$ cat src/rtl/parity_frame_serializer_pkg.sv
// Shared state encoding, output bundle and sizing helpers for the parity frame serializer.
package parity_frame_serializer_pkg;

  typedef enum logic [1:0] {
    ST_IDLE   = 2'd0,
    ST_SHIFT  = 2'd1,
    ST_PARITY = 2'd2,
    ST_GAP    = 2'd3
  } pfs_state_e;

  typedef struct packed {
    logic seq;
    logic vld;
    logic start;
    logic last;
  } pfs_out_t;

  localparam int DEF_WIDTH      = 8;
  localparam int DEF_ADD_PARITY = 1;
  localparam int DEF_IDLE_GAP   = 0;
  localparam int GAP_CNT_W      = 8;

  // Cycles occupied by one frame on the serial side.
  function automatic int frame_len(input int width, input int add_parity);
    return width + ((add_parity != 0) ? 1 : 0);
  endfunction

  function automatic int cnt_width(input int width);
    return (width < 1) ? 1 : $clog2(width + 1);
  endfunction

endpackage

$ cat src/rtl/parity_frame_serializer_if.sv
// Word-side handshake plus serial-side frame signals of the parity frame serializer.
interface parity_frame_serializer_if
  import parity_frame_serializer_pkg::*;
#(
  parameter int WIDTH = DEF_WIDTH
);
  logic [WIDTH-1:0] wordIn;
  logic             wordValid;
  logic             wordReady;
  logic             seqOut;
  logic             seqValid;
  logic             frameStart;
  logic             frameLast;

  modport master (
    output wordIn,
    output wordValid,
    input  wordReady,
    input  seqOut,
    input  seqValid,
    input  frameStart,
    input  frameLast
  );

  modport slave (
    input  wordIn,
    input  wordValid,
    output wordReady,
    output seqOut,
    output seqValid,
    output frameStart,
    output frameLast
  );
endinterface

$ cat src/rtl/parity_frame_serializer.sv
// Serializes parallel words LSB-first, optionally appending an even-parity bit,
// with an optional idle gap between frames.
module parity_frame_serializer
  import parity_frame_serializer_pkg::*;
#(
  parameter int WIDTH      = DEF_WIDTH,
  parameter int ADD_PARITY = DEF_ADD_PARITY,
  parameter int IDLE_GAP   = DEF_IDLE_GAP
) (
  input  logic clk,
  input  logic rst,
  parity_frame_serializer_if.slave bus
);

  localparam int FRAME_LEN = frame_len(WIDTH, ADD_PARITY);
  localparam int CNT_W     = cnt_width(WIDTH);

  localparam logic [CNT_W-1:0]     DATA_LAST = CNT_W'(WIDTH - 1);
  localparam logic [CNT_W-1:0]     FINAL_IDX = CNT_W'(FRAME_LEN - 1);
  localparam logic [GAP_CNT_W-1:0] GAP_LOAD  = GAP_CNT_W'((IDLE_GAP >= 2) ? IDLE_GAP - 2 : 0);

  localparam logic [1:0] S_IDLE   = ST_IDLE;
  localparam logic [1:0] S_SHIFT  = ST_SHIFT;
  localparam logic [1:0] S_PARITY = ST_PARITY;
  localparam logic [1:0] S_GAP    = ST_GAP;

  logic [1:0]           r_state, w_state_nxt;
  logic [WIDTH-1:0]     r_shreg, w_shreg_nxt;
  logic [CNT_W-1:0]     r_cnt, w_cnt_nxt, w_cnt_inc;
  logic                 r_par, w_par_nxt;
  logic [GAP_CNT_W-1:0] r_gap, w_gap_nxt;
  pfs_out_t             r_out, w_out_nxt;
  logic                 w_final;
  logic                 w_ready;
  logic                 w_xfer;

  // r_cnt is the frame position of the bit currently on the output register,
  // so the parity cycle sits at position WIDTH.
  assign w_cnt_inc = r_cnt + CNT_W'(1);
  assign w_final   = ((r_state == S_SHIFT) || (r_state == S_PARITY)) && (r_cnt == FINAL_IDX);
  assign w_ready   = !rst && ((r_state == S_IDLE) || (w_final && (IDLE_GAP == 0)));
  assign w_xfer    = bus.wordValid && w_ready;

  always_comb begin
    w_state_nxt = r_state;
    w_shreg_nxt = r_shreg;
    w_cnt_nxt   = r_cnt;
    w_par_nxt   = r_par;
    w_gap_nxt   = r_gap;
    w_out_nxt   = '0;
    if (w_xfer) begin
      w_state_nxt     = S_SHIFT;
      w_shreg_nxt     = bus.wordIn >> 1;
      w_cnt_nxt       = '0;
      w_par_nxt       = bus.wordIn[0];
      w_out_nxt.seq   = bus.wordIn[0];
      w_out_nxt.vld   = 1'b1;
      w_out_nxt.start = 1'b1;
      w_out_nxt.last  = (FINAL_IDX == '0);
    end else if (w_final) begin
      // The Idle cycle that accepts the next word counts as the last gap cycle.
      w_state_nxt = (IDLE_GAP >= 2) ? S_GAP : S_IDLE;
      w_gap_nxt   = GAP_LOAD;
    end else begin
      case (r_state)
        S_SHIFT: begin
          w_cnt_nxt      = w_cnt_inc;
          w_out_nxt.vld  = 1'b1;
          w_out_nxt.last = (w_cnt_inc == FINAL_IDX);
          if (r_cnt == DATA_LAST) begin
            w_state_nxt   = S_PARITY;
            w_out_nxt.seq = r_par;
          end else begin
            w_out_nxt.seq = r_shreg[0];
            w_shreg_nxt   = r_shreg >> 1;
            w_par_nxt     = r_par ^ r_shreg[0];
          end
        end
        S_GAP: begin
          if (r_gap == '0) begin
            w_state_nxt = S_IDLE;
          end else begin
            w_gap_nxt = r_gap - GAP_CNT_W'(1);
          end
        end
        default: ;
      endcase
    end
  end

  always_ff @(posedge clk or posedge rst) begin
    if (rst) begin
      r_state <= S_IDLE;
      r_shreg <= '0;
      r_cnt   <= '0;
      r_par   <= 1'b0;
      r_gap   <= '0;
      r_out   <= '0;
    end else begin
      r_state <= w_state_nxt;
      r_shreg <= w_shreg_nxt;
      r_cnt   <= w_cnt_nxt;
      r_par   <= w_par_nxt;
      r_gap   <= w_gap_nxt;
      r_out   <= w_out_nxt;
    end
  end

  assign bus.wordReady  = w_ready;
  assign bus.seqOut     = r_out.seq;
  assign bus.seqValid   = r_out.vld;
  assign bus.frameStart = r_out.start;
  assign bus.frameLast  = r_out.last;

endmodule

$ cat src/flat_wrapper.sv
// flat-port wrapper written by rule: the top's interface ports become plain ports
module parity_frame_serializer_flat import parity_frame_serializer_pkg::*;
#(
  parameter int WIDTH      = DEF_WIDTH,
  parameter int ADD_PARITY = DEF_ADD_PARITY,
  parameter int IDLE_GAP   = DEF_IDLE_GAP
)
  (clk, rst, bus_wordIn, bus_wordValid, bus_wordReady, bus_seqOut, bus_seqValid, bus_frameStart, bus_frameLast);
  parity_frame_serializer_if #(.WIDTH(WIDTH)) bus_i ();
  input  logic clk;
  input  logic rst;
  input wire logic [$bits(bus_i.wordIn)-1:0] bus_wordIn;
  input wire logic [$bits(bus_i.wordValid)-1:0] bus_wordValid;
  output wire logic [$bits(bus_i.wordReady)-1:0] bus_wordReady;
  output wire logic [$bits(bus_i.seqOut)-1:0] bus_seqOut;
  output wire logic [$bits(bus_i.seqValid)-1:0] bus_seqValid;
  output wire logic [$bits(bus_i.frameStart)-1:0] bus_frameStart;
  output wire logic [$bits(bus_i.frameLast)-1:0] bus_frameLast;
  assign bus_i.wordIn = bus_wordIn;
  assign bus_i.wordValid = bus_wordValid;
  assign bus_wordReady = bus_i.wordReady;
  assign bus_seqOut = bus_i.seqOut;
  assign bus_seqValid = bus_i.seqValid;
  assign bus_frameStart = bus_i.frameStart;
  assign bus_frameLast = bus_i.frameLast;
  parity_frame_serializer #(.WIDTH(WIDTH), .ADD_PARITY(ADD_PARITY), .IDLE_GAP(IDLE_GAP)) u_core (.clk(clk), .rst(rst), .bus(bus_i));
endmodule
$ cat config.mk
export PLATFORM = sky130hd
export DESIGN_NAME = parity_frame_serializer_flat
export DESIGN_NICKNAME = d
export VERILOG_FILES = /design/src/rtl/parity_frame_serializer_pkg.sv /design/src/rtl/parity_frame_serializer_if.sv /design/src/rtl/parity_frame_serializer.sv /design/src/flat_wrapper.sv
export SDC_FILE = /design/constraint.sdc
export NUM_CORES = 1
export LEC_CHECK = 0
export BUFFER_PORTS_ARGS = -buffer_cell sky130_fd_sc_hd__buf_2
export CELL_PAD_IN_SITES_DETAIL_PLACEMENT = 1
export CELL_PAD_IN_SITES_GLOBAL_PLACEMENT = 1
export CORE_MARGIN = 8
export CORE_UTILIZATION = 47
export CTS_BUF_LIST = sky130_fd_sc_hd__clkbuf_16
export DETAILED_ROUTE_END_ITERATION = 10
export HOLD_SLACK_MARGIN = 0.1
export MAX_ROUTING_LAYER = met4
export PLACE_DENSITY_LB_ADDON = 0.2
export SLEW_MARGIN = 10
export SYNTH_ARGS = -nofsm -noshare
export SYNTH_HDL_FRONTEND = slang
export SYNTH_SLANG_ARGS = --single-unit
$ cat constraint.sdc
create_clock -name clk -period 2.9 [get_ports clk]
set_clock_uncertainty 0.1 [all_clocks]
set_input_delay 0.58 -clock clk [delete_from_list [all_inputs] [get_ports clk]]
set_output_delay 0.58 -clock clk [all_outputs]
set_load 0.05 [all_outputs]
# == Yosys cells after proc, flatten, opt, wreduce, memory -nomap -nowiden ==
# Cells that the tools add are included.
# word_totals
ff_bits,27
wordCells,66
# classes
n_addsub,2
eq_ne,11
mux,27
bitwise,2
n_reduce_logical,15
# op_table
cell,n
$mux W8,7
$mux W2,7
$mux W4,3
$mux W1,9
$reduce_and A3 Y1,3
$eq A4 B4 Y1 const B,2
$logic_not A8 Y1,1
$sub A8 B1 Y8 const B,1
$add A4 B1 Y4 const B,1
$eq A2 B2 Y1 const B,2
$eq A4 B3 Y1 const B,1
$ne A2 B1 Y1 const B,2
$ne A4 B1 Y1 const B,1
$ne A4 B2 Y1 const B,1
$pmux W2 S2,1
$reduce_bool A2 Y1,2
$reduce_bool A4 Y1,1
$logic_and A1 B1 Y1,3
$eq A2 B1 Y1 const B,1
$logic_not A2 Y1,1
$logic_or A1 B1 Y1,2
$ne A2 B2 Y1 const B,1
$reduce_and A2 Y1,1
$logic_not A1 Y1,1
2 further kinds,2

# == Longest topological paths before layout ==
# Gate-level depths: netlist of run 1.
# logic_depth
word_depth,8
ltp_mapped,9
mapped_depth_nobuf,7

# == Worst setup path before layout of run 1 ==
# OpenSTA, ideal clock, no wires.
# synth_path
path_kind,register to output
start,register u_core.r_state[0]
end,output port bus_wordReady
arrival_time_ns,1.674
required_ns,2.220
path_slack_ns,0.546
path_stages_with_launch,7
n_path_buf,1
cell_sequence,dfrtp_1 inv_1 ha_1 and4b_1 buf_6 nor2_1 nor2_1
# synth_between
elab_chain_len,5
elab_cells_between_ends,7
# synth_lines
element,line_no,source
from (decl),parity_frame_serializer.sv:27,"logic [1:0] r_state, w_state_nxt;"
from (signal assigned),parity_frame_serializer.sv:100,r_state <= w_state_nxt;
$eq A2 B1 Y1 / $eq A2 B2 Y1 (equally long branches),parity_frame_serializer.sv:40,assign w_final = ((r_state == S_SHIFT) || (r_state == S_PARITY)) && (r_cnt == FINAL_IDX);
$logic_or A1 B1 Y1,parity_frame_serializer.sv:40,
$logic_and A1 B1 Y1,parity_frame_serializer.sv:40,
$logic_or A1 B1 Y1 (*),parity_frame_serializer.sv:41,assign w_ready = !rst && ((r_state == S_IDLE) || (w_final && (IDLE_GAP == 0)));
$logic_and A1 B1 Y1 (*),parity_frame_serializer.sv:41,
to (decl),flat_wrapper.sv:14,output wire logic [$bits(bus_i.wordReady)-1:0] bus_wordReady;
# Every way passes the cells marked *; elsewhere a longest branch is shown, timed or not.

# == Final worst setup path of run 1 ==
# Ends and elaborated chain as after synthesis.

==> results.sh, run 1 <==
export IMPL_cts_hold_buf=0
export IMPL_place_inst=202
export IMPL_switching_share=0.419
export IMPL_final_max_slew_viol_count=0
export IMPL_syn_to_final_growth_pct=13.5
export IMPL_htreeDepth=1
export IMPL_final_cells=206
export IMPL_p_seq_frac=0.355
export IMPL_viasPerCell=5.79
export IMPL_synth_edf_count=0
export IMPL_cp_slowest_cell="dfrtp_1"
export IMPL_seq_area_um2=651
export IMPL_worst_pin_slew_ns=0.730
export IMPL_num_rows=20
export IMPL_io_pins=16
export IMPL_r2r_start="u_core.r_state[0]"
export IMPL_setup_slack_ns=0.430
export IMPL_cts_buffer_depth=2
export IMPL_first_global_vias=1271
export IMPL_synthCells=158
export IMPL_clock_power_share=0.223
export IMPL_synth_cell_types=40
export IMPL_root_buffer="clkbuf_16"
export IMPL_final_setup_tns_ns=0
export IMPL_ir_drop_v=0.000400
export IMPL_drive_gt1_frac=0.145
export IMPL_setup_viol=0
export IMPL_syn_num_nets=177
export IMPL_coreArea_um2=3000
export IMPL_final_fill_count=351
export IMPL_initial_utilization=0.483
export IMPL_ys_seq_elements=26
export IMPL_drv_cap=0
export IMPL_path_clk_slew_ns=0.07
export IMPL_drc_errors=0
export IMPL_cts_setup_buffers=0
export IMPL_grt_usage=0.158
export IMPL_diodes=0
export IMPL_hold_class="in2async"
export IMPL_synth_most_common_cell="dfrtp_1"
export IMPL_comb_power_share=0.422
export IMPL_fin_crit_ns=2.47
export IMPL_antenna_found_initial=0
export IMPL_rsz0062_at_grt="false"
export IMPL_critPathLaunch="u_core.r_state[0]"
export IMPL_clock_sinks=26
export IMPL_layout_nets=193
export IMPL_cp_max_fo=5
export IMPL_fin_crit_sh=0.852
export IMPL_async_flop_share=1.00
export IMPL_worstSetupPathType="reg2out"
export IMPL_finalCoreUtilization=0.549
export IMPL_p_sw_uw=770
export IMPL_vias=1193
export IMPL_drtPass1Iterations=4
export IMPL_grt_max_degree=19
export IMPL_antenna_left=0
export IMPL_die_area_um2=5120
export IMPL_synthTopCellsByArea="dfrtp_1, ha_1, nand2_1"
export IMPL_cts_tree="built"
export IMPL_max_stage_delay_ns=0.39
export IMPL_pre_cts_slack_ns=0.673
export IMPL_routed_wirelength_mm=3.72
export IMPL_crit_top_cell="nor2_1"
export IMPL_portBuffers=15
export IMPL_status="complete, no violations"
export IMPL_yosysTopAreaCellShare=0.448
export IMPL_fmax_mhz=405
export IMPL_crit_chain="inv_1 > ha_1 > and4b_1 > nor2_1 > nor2_1 > buf_2"
export IMPL_cp_start_kind="flip-flop"
export IMPL_max_slew_margin=0.513
export IMPL_multi_input_area_um2=704
export IMPL_drtIter0Drc=78
export IMPL_p_int_mw=1.07
export IMPL_yosys_area_top_type="dfrtp_1"
export IMPL_dpl_hpwl_mm=2.60
export IMPL_ys_seq_area_frac=0.448
export IMPL_fp_dieH_um=71.6
export IMPL_cts_made_buffers=3
export IMPL_power_density_nw_per_um2=1110
export IMPL_grt_pass1_wl_mm=6.21
export IMPL_synth_warnings=0
export IMPL_clkLatencyLatePin_ns=0.27
export IMPL_synth_area_per_cell_um2=9.19
export IMPL_p_leak_nw=0.777
export IMPL_hold_viol=0
export IMPL_worstSetupEndpointType="output port"
export IMPL_cp_arrival_ns=1.79
export IMPL_grt_overflow_total=0
export IMPL_ctsResizeCount=0
export IMPL_die_w_um=71.6
export IMPL_synthFlopType="dfrtp_1"
export IMPL_required_ns=2.22
export IMPL_synth_area_um2=1450
export IMPL_synth_top_cells_by_count="dfrtp_1, nand2_1, inv_1, nor2_1, o21ai_0"
export IMPL_detail_route_wl_per_cell_um=18.1
export IMPL_globalplace_congestion=0.833
## stage by stage
| step | hold WS (ns) | power [mW] | area (µm²) |
|---|---|---|---|
| global placement | 0.385 | 1.36 | 1540 |
| finish | 0.317 | 1.84 | 1650 |
| global route | 0.390 | 1.96 | 1650 |
| floorplan | 0.366 | 1.21 | 1450 |
| CTS | 0.331 | 1.85 | 1650 |
| detailed placement | 0.396 | 1.42 | 1540 |
## area by class of cell
type	instances	share of cell area
sequential	26	0.395
inverter	15	0.0342
tap	33	0.0251
multi-input combinational	111	0.427
clock inverter	1	0.0182
clock buffer	3	0.0456
timing repair buffer	17	0.0547
## flip-flops by register name, summed over array words and instances, names as in the netlist
signal                 count
u_core.bus.seqValid        1
u_core.bus.seqOut          1
u_core.bus.frameStart      1
u_core.r_gap               8
u_core.r_par               1
u_core.r_shreg             7
u_core.r_cnt               4
u_core.r_state             2
u_core.bus.frameLast       1
## cells in the final DEF, fill, tap and decap left out, types with 2 or more instances in the layout
master	n
a21oi_1	4
a31oi_1	8
buf_2	15
buf_4	2
clkbuf_16	3
dfrtp_1	26
ha_1	8
inv_1	14
nand2_1	21
nand3_1	8
nand4_1	2
nor2_1	14
nor2b_1	2
nor3_1	4
o211ai_1	4
o21ai_0	9
o221ai_1	2
xnor2_1	2
xor2_1	3
## final timing paths
path                                      to  slack, ns  depth (start not counted)
min in group clk           u_core.r_shreg[6]       0.41                          3
max in group asynchronous    u_core.r_gap[4]       1.77                          3
max reg2reg                u_core.r_state[1]       0.63                          7
max                            bus_wordReady       0.43                          6
min                          u_core.r_cnt[2]       0.32                          2
min reg2reg                u_core.r_shreg[6]       0.41                          2
## power by group through the flow
stage,Sequential [mW],Combinational [mW],Clock (mW)
after floorplan,0.661,0.550,0
after global placement,0.641,0.720,0
after detailed placement,0.655,0.761,0
after CTS,0.652,0.781,0.418
after global routing,0.674,0.866,0.424
final,0.652,0.775,0.410
## worst max-delay path, delay by kind of cell (launching register included)
kind          cells  cell delay, ns
simple gates      3            0.49
fa+ha+maj         1            0.29
buf+inv           2            0.35
flops             1            0.39
## cell families after synthesis
group	count (synthesis)	share of synthesized area
mux	1	0.00690
simple gates	62	0.219
compound gates	35	0.160
fa+ha+maj	8	0.0690
xor+xnor	5	0.0302
buf+inv	21	0.0664
flops	26	0.448
## layer usage
layer  wire, µm  track usage  vias to the layer above
met3        123       0.0251                        5
met2       1960        0.272                       19
met4         55       0.0635                        0
met1       1580        0.179                      588
met5          0            -                        -
li1           -            -                      581
(Power assumes the default switching activity.)
==> run 2: changes to the inputs <==
==> constraint.sdc (replaced) <==
create_clock -name clk -period 2.9 [get_ports clk]
set_clock_uncertainty 0.1 [all_clocks]
set_input_delay 0.58 -clock clk [delete_from_list [all_inputs] [get_ports clk]]
set_output_delay 0.58 -clock clk [all_outputs]
set_load 0.02 [all_outputs]
==> results.sh, run 2 (synthesis results as in run 1) <==
export IMPL_status="complete, no violations"
export IMPL_cts_tree="built"
export IMPL_layout_nets=194
export IMPL_ir_drop_v=0.000362
export IMPL_required_ns=2.22
export IMPL_placed_area_um2=1550
export IMPL_final_setup_tns_ns=0
export IMPL_clock_sinks=26
export IMPL_portBuffers=15
export IMPL_max_slew_margin=0.532
export IMPL_drc_errors=0
export IMPL_syn_to_final_growth_pct=14.1
export IMPL_cts_hold_buf=0
export IMPL_drtPass1Iterations=4
export IMPL_worstSetupEndpointType="output port"
export IMPL_die_area_um2=5120
export IMPL_routed_wirelength_mm=3.58
export IMPL_root_buffer="clkbuf_16"
export IMPL_grt_overflow_total=0
export IMPL_grt_max_degree=19
export IMPL_grt_usage=0.156
export IMPL_ctsResizeCount=0
export IMPL_drtIter0Drc=53
export IMPL_hold_viol=0
export IMPL_largest_registers="u_core.r_gap: 8 flops, u_core.r_shreg: 7 flops, u_core.r_cnt: 4 flops"
export IMPL_num_rows=20
export IMPL_place_inst=203
export IMPL_cts_buffer_depth=2
export IMPL_final_max_slew_viol_count=0
export IMPL_power_density_nw_per_um2=1080
export IMPL_coreArea_um2=3000
export IMPL_final_common_cell="dfrtp_1"
export IMPL_rsz0062_at_grt="false"
export IMPL_cp_max_fo=5
export IMPL_diodes=0
export IMPL_largest_register="u_core.r_gap"
export IMPL_antenna_left=0
export IMPL_fin_crit_sh=0.811
export IMPL_detail_route_wl_per_cell_um=17.3
export IMPL_path_clk_slew_ns=0.07
export IMPL_finalPower_mw=1.79
export IMPL_setup_viol=0
export IMPL_die_w_um=71.6
export IMPL_initial_utilization=0.483
export IMPL_cts_made_buffers=3
export IMPL_first_global_vias=1255
export IMPL_cp_arrival_ns=1.67
export IMPL_p_leak_nw=0.781
export IMPL_io_pins=16
export IMPL_antenna_found_initial=0
export IMPL_htreeDepth=1
export IMPL_cp_start_kind="flip-flop"
export IMPL_fp_dieH_um=71.6
export IMPL_drv_cap=0
export IMPL_vias=1181
export IMPL_drive_gt1_frac=0.149
export IMPL_globalplace_congestion=0.810
export IMPL_fin_crit_ns=2.35
export IMPL_final_cells=207
export IMPL_grt_pass1_wl_mm=6.18
export IMPL_hold_class="in2async"
export IMPL_dpl_hpwl_mm=2.63
export IMPL_worstSetupPathType="reg2out"
export IMPL_viasPerCell=5.71
export IMPL_final_cell_mix="dfrtp_1, nand2_1, buf_2"
export IMPL_clkLatencyLatePin_ns=0.26
export IMPL_largest_reg_flops=8
export IMPL_final_area_um2=1660
export IMPL_worst_pin_slew_ns=0.703
export IMPL_cts_setup_buffers=0
export IMPL_final_fill_count=356
export IMPL_fmax_mhz=425
run 2: changes by cell type in the layout (fill, tap and decap cells not counted), sizes merged:
cell	before	now
buf	17	18
run 2: per-stage QoR:
stage / hold slack (ns) / setup slack [ns] / utilization
after global routing: 0.277 / 0.427 / 0.551
after detailed placement: 0.410 / 0.679 / 0.516
final: 0.234 / 0.547 / 0.551
after CTS: 0.245 / 0.546 / 0.551
after global placement: 0.385 / 0.738 / 0.516
after floorplan: 0.366 / 0.911 / -
run 2: path summary, 6_finish.rpt:
check / start / to / slack [ns] / cells past startpoint
worst max-delay path: u_core.r_state[0] / bus_wordReady / 0.55 / 6
worst min-delay path: rst / u_core.r_cnt[1] / 0.23 / 2
worst max register to register: u_core.r_state[0] / u_core.r_state[1] / 0.65 / 7
worst min register to register: u_core.r_shreg[6] / u_core.r_shreg[6] / 0.44 / 2
max in group asynchronous: rst / u_core.r_gap[2] / 1.89 / 3
min in group clk: bus_wordIn[7] / u_core.r_shreg[6] / 0.43 / 3
run 2: final cells by class:
type                       count  area, µm²  area share
timing repair buffer          18       97.6      0.0590
multi-input combinational    111        704       0.426
sequential                    26        651       0.393
inverter                      15       56.3      0.0340
clock inverter                 1       30.0      0.0181
clock buffer                   3       75.1      0.0454
tap                           33       41.3      0.0249
run 2: metal layers:
metal | share of wire | global-route usage | vias to the layer above
met5 | 0 | - | -
met4 | 0.0087 | 0.0431 | 0
met3 | 0.020 | 0.0237 | 5
met2 | 0.50 | 0.252 | 11
met1 | 0.47 | 0.198 | 581
li1 | - | - | 584
run 2: critical path, stage by stage, from the launching register on:
cell and delay (ns):
dfrtp_1 0.38, inv_1 0.07, ha_1 0.28, and4b_1 0.33
nor2_1 0.09, nor2_1 0.09, buf_2 0.17
run 2: power by group:
part	internal [mW]	switching, mW	leakage, nW	total [mW]
clock network	0.275	0.132	0.0511	0.407
logic	0.278	0.459	0.401	0.736
registers	0.516	0.127	0.329	0.643
total	1.07	0.718	0.781	1.79
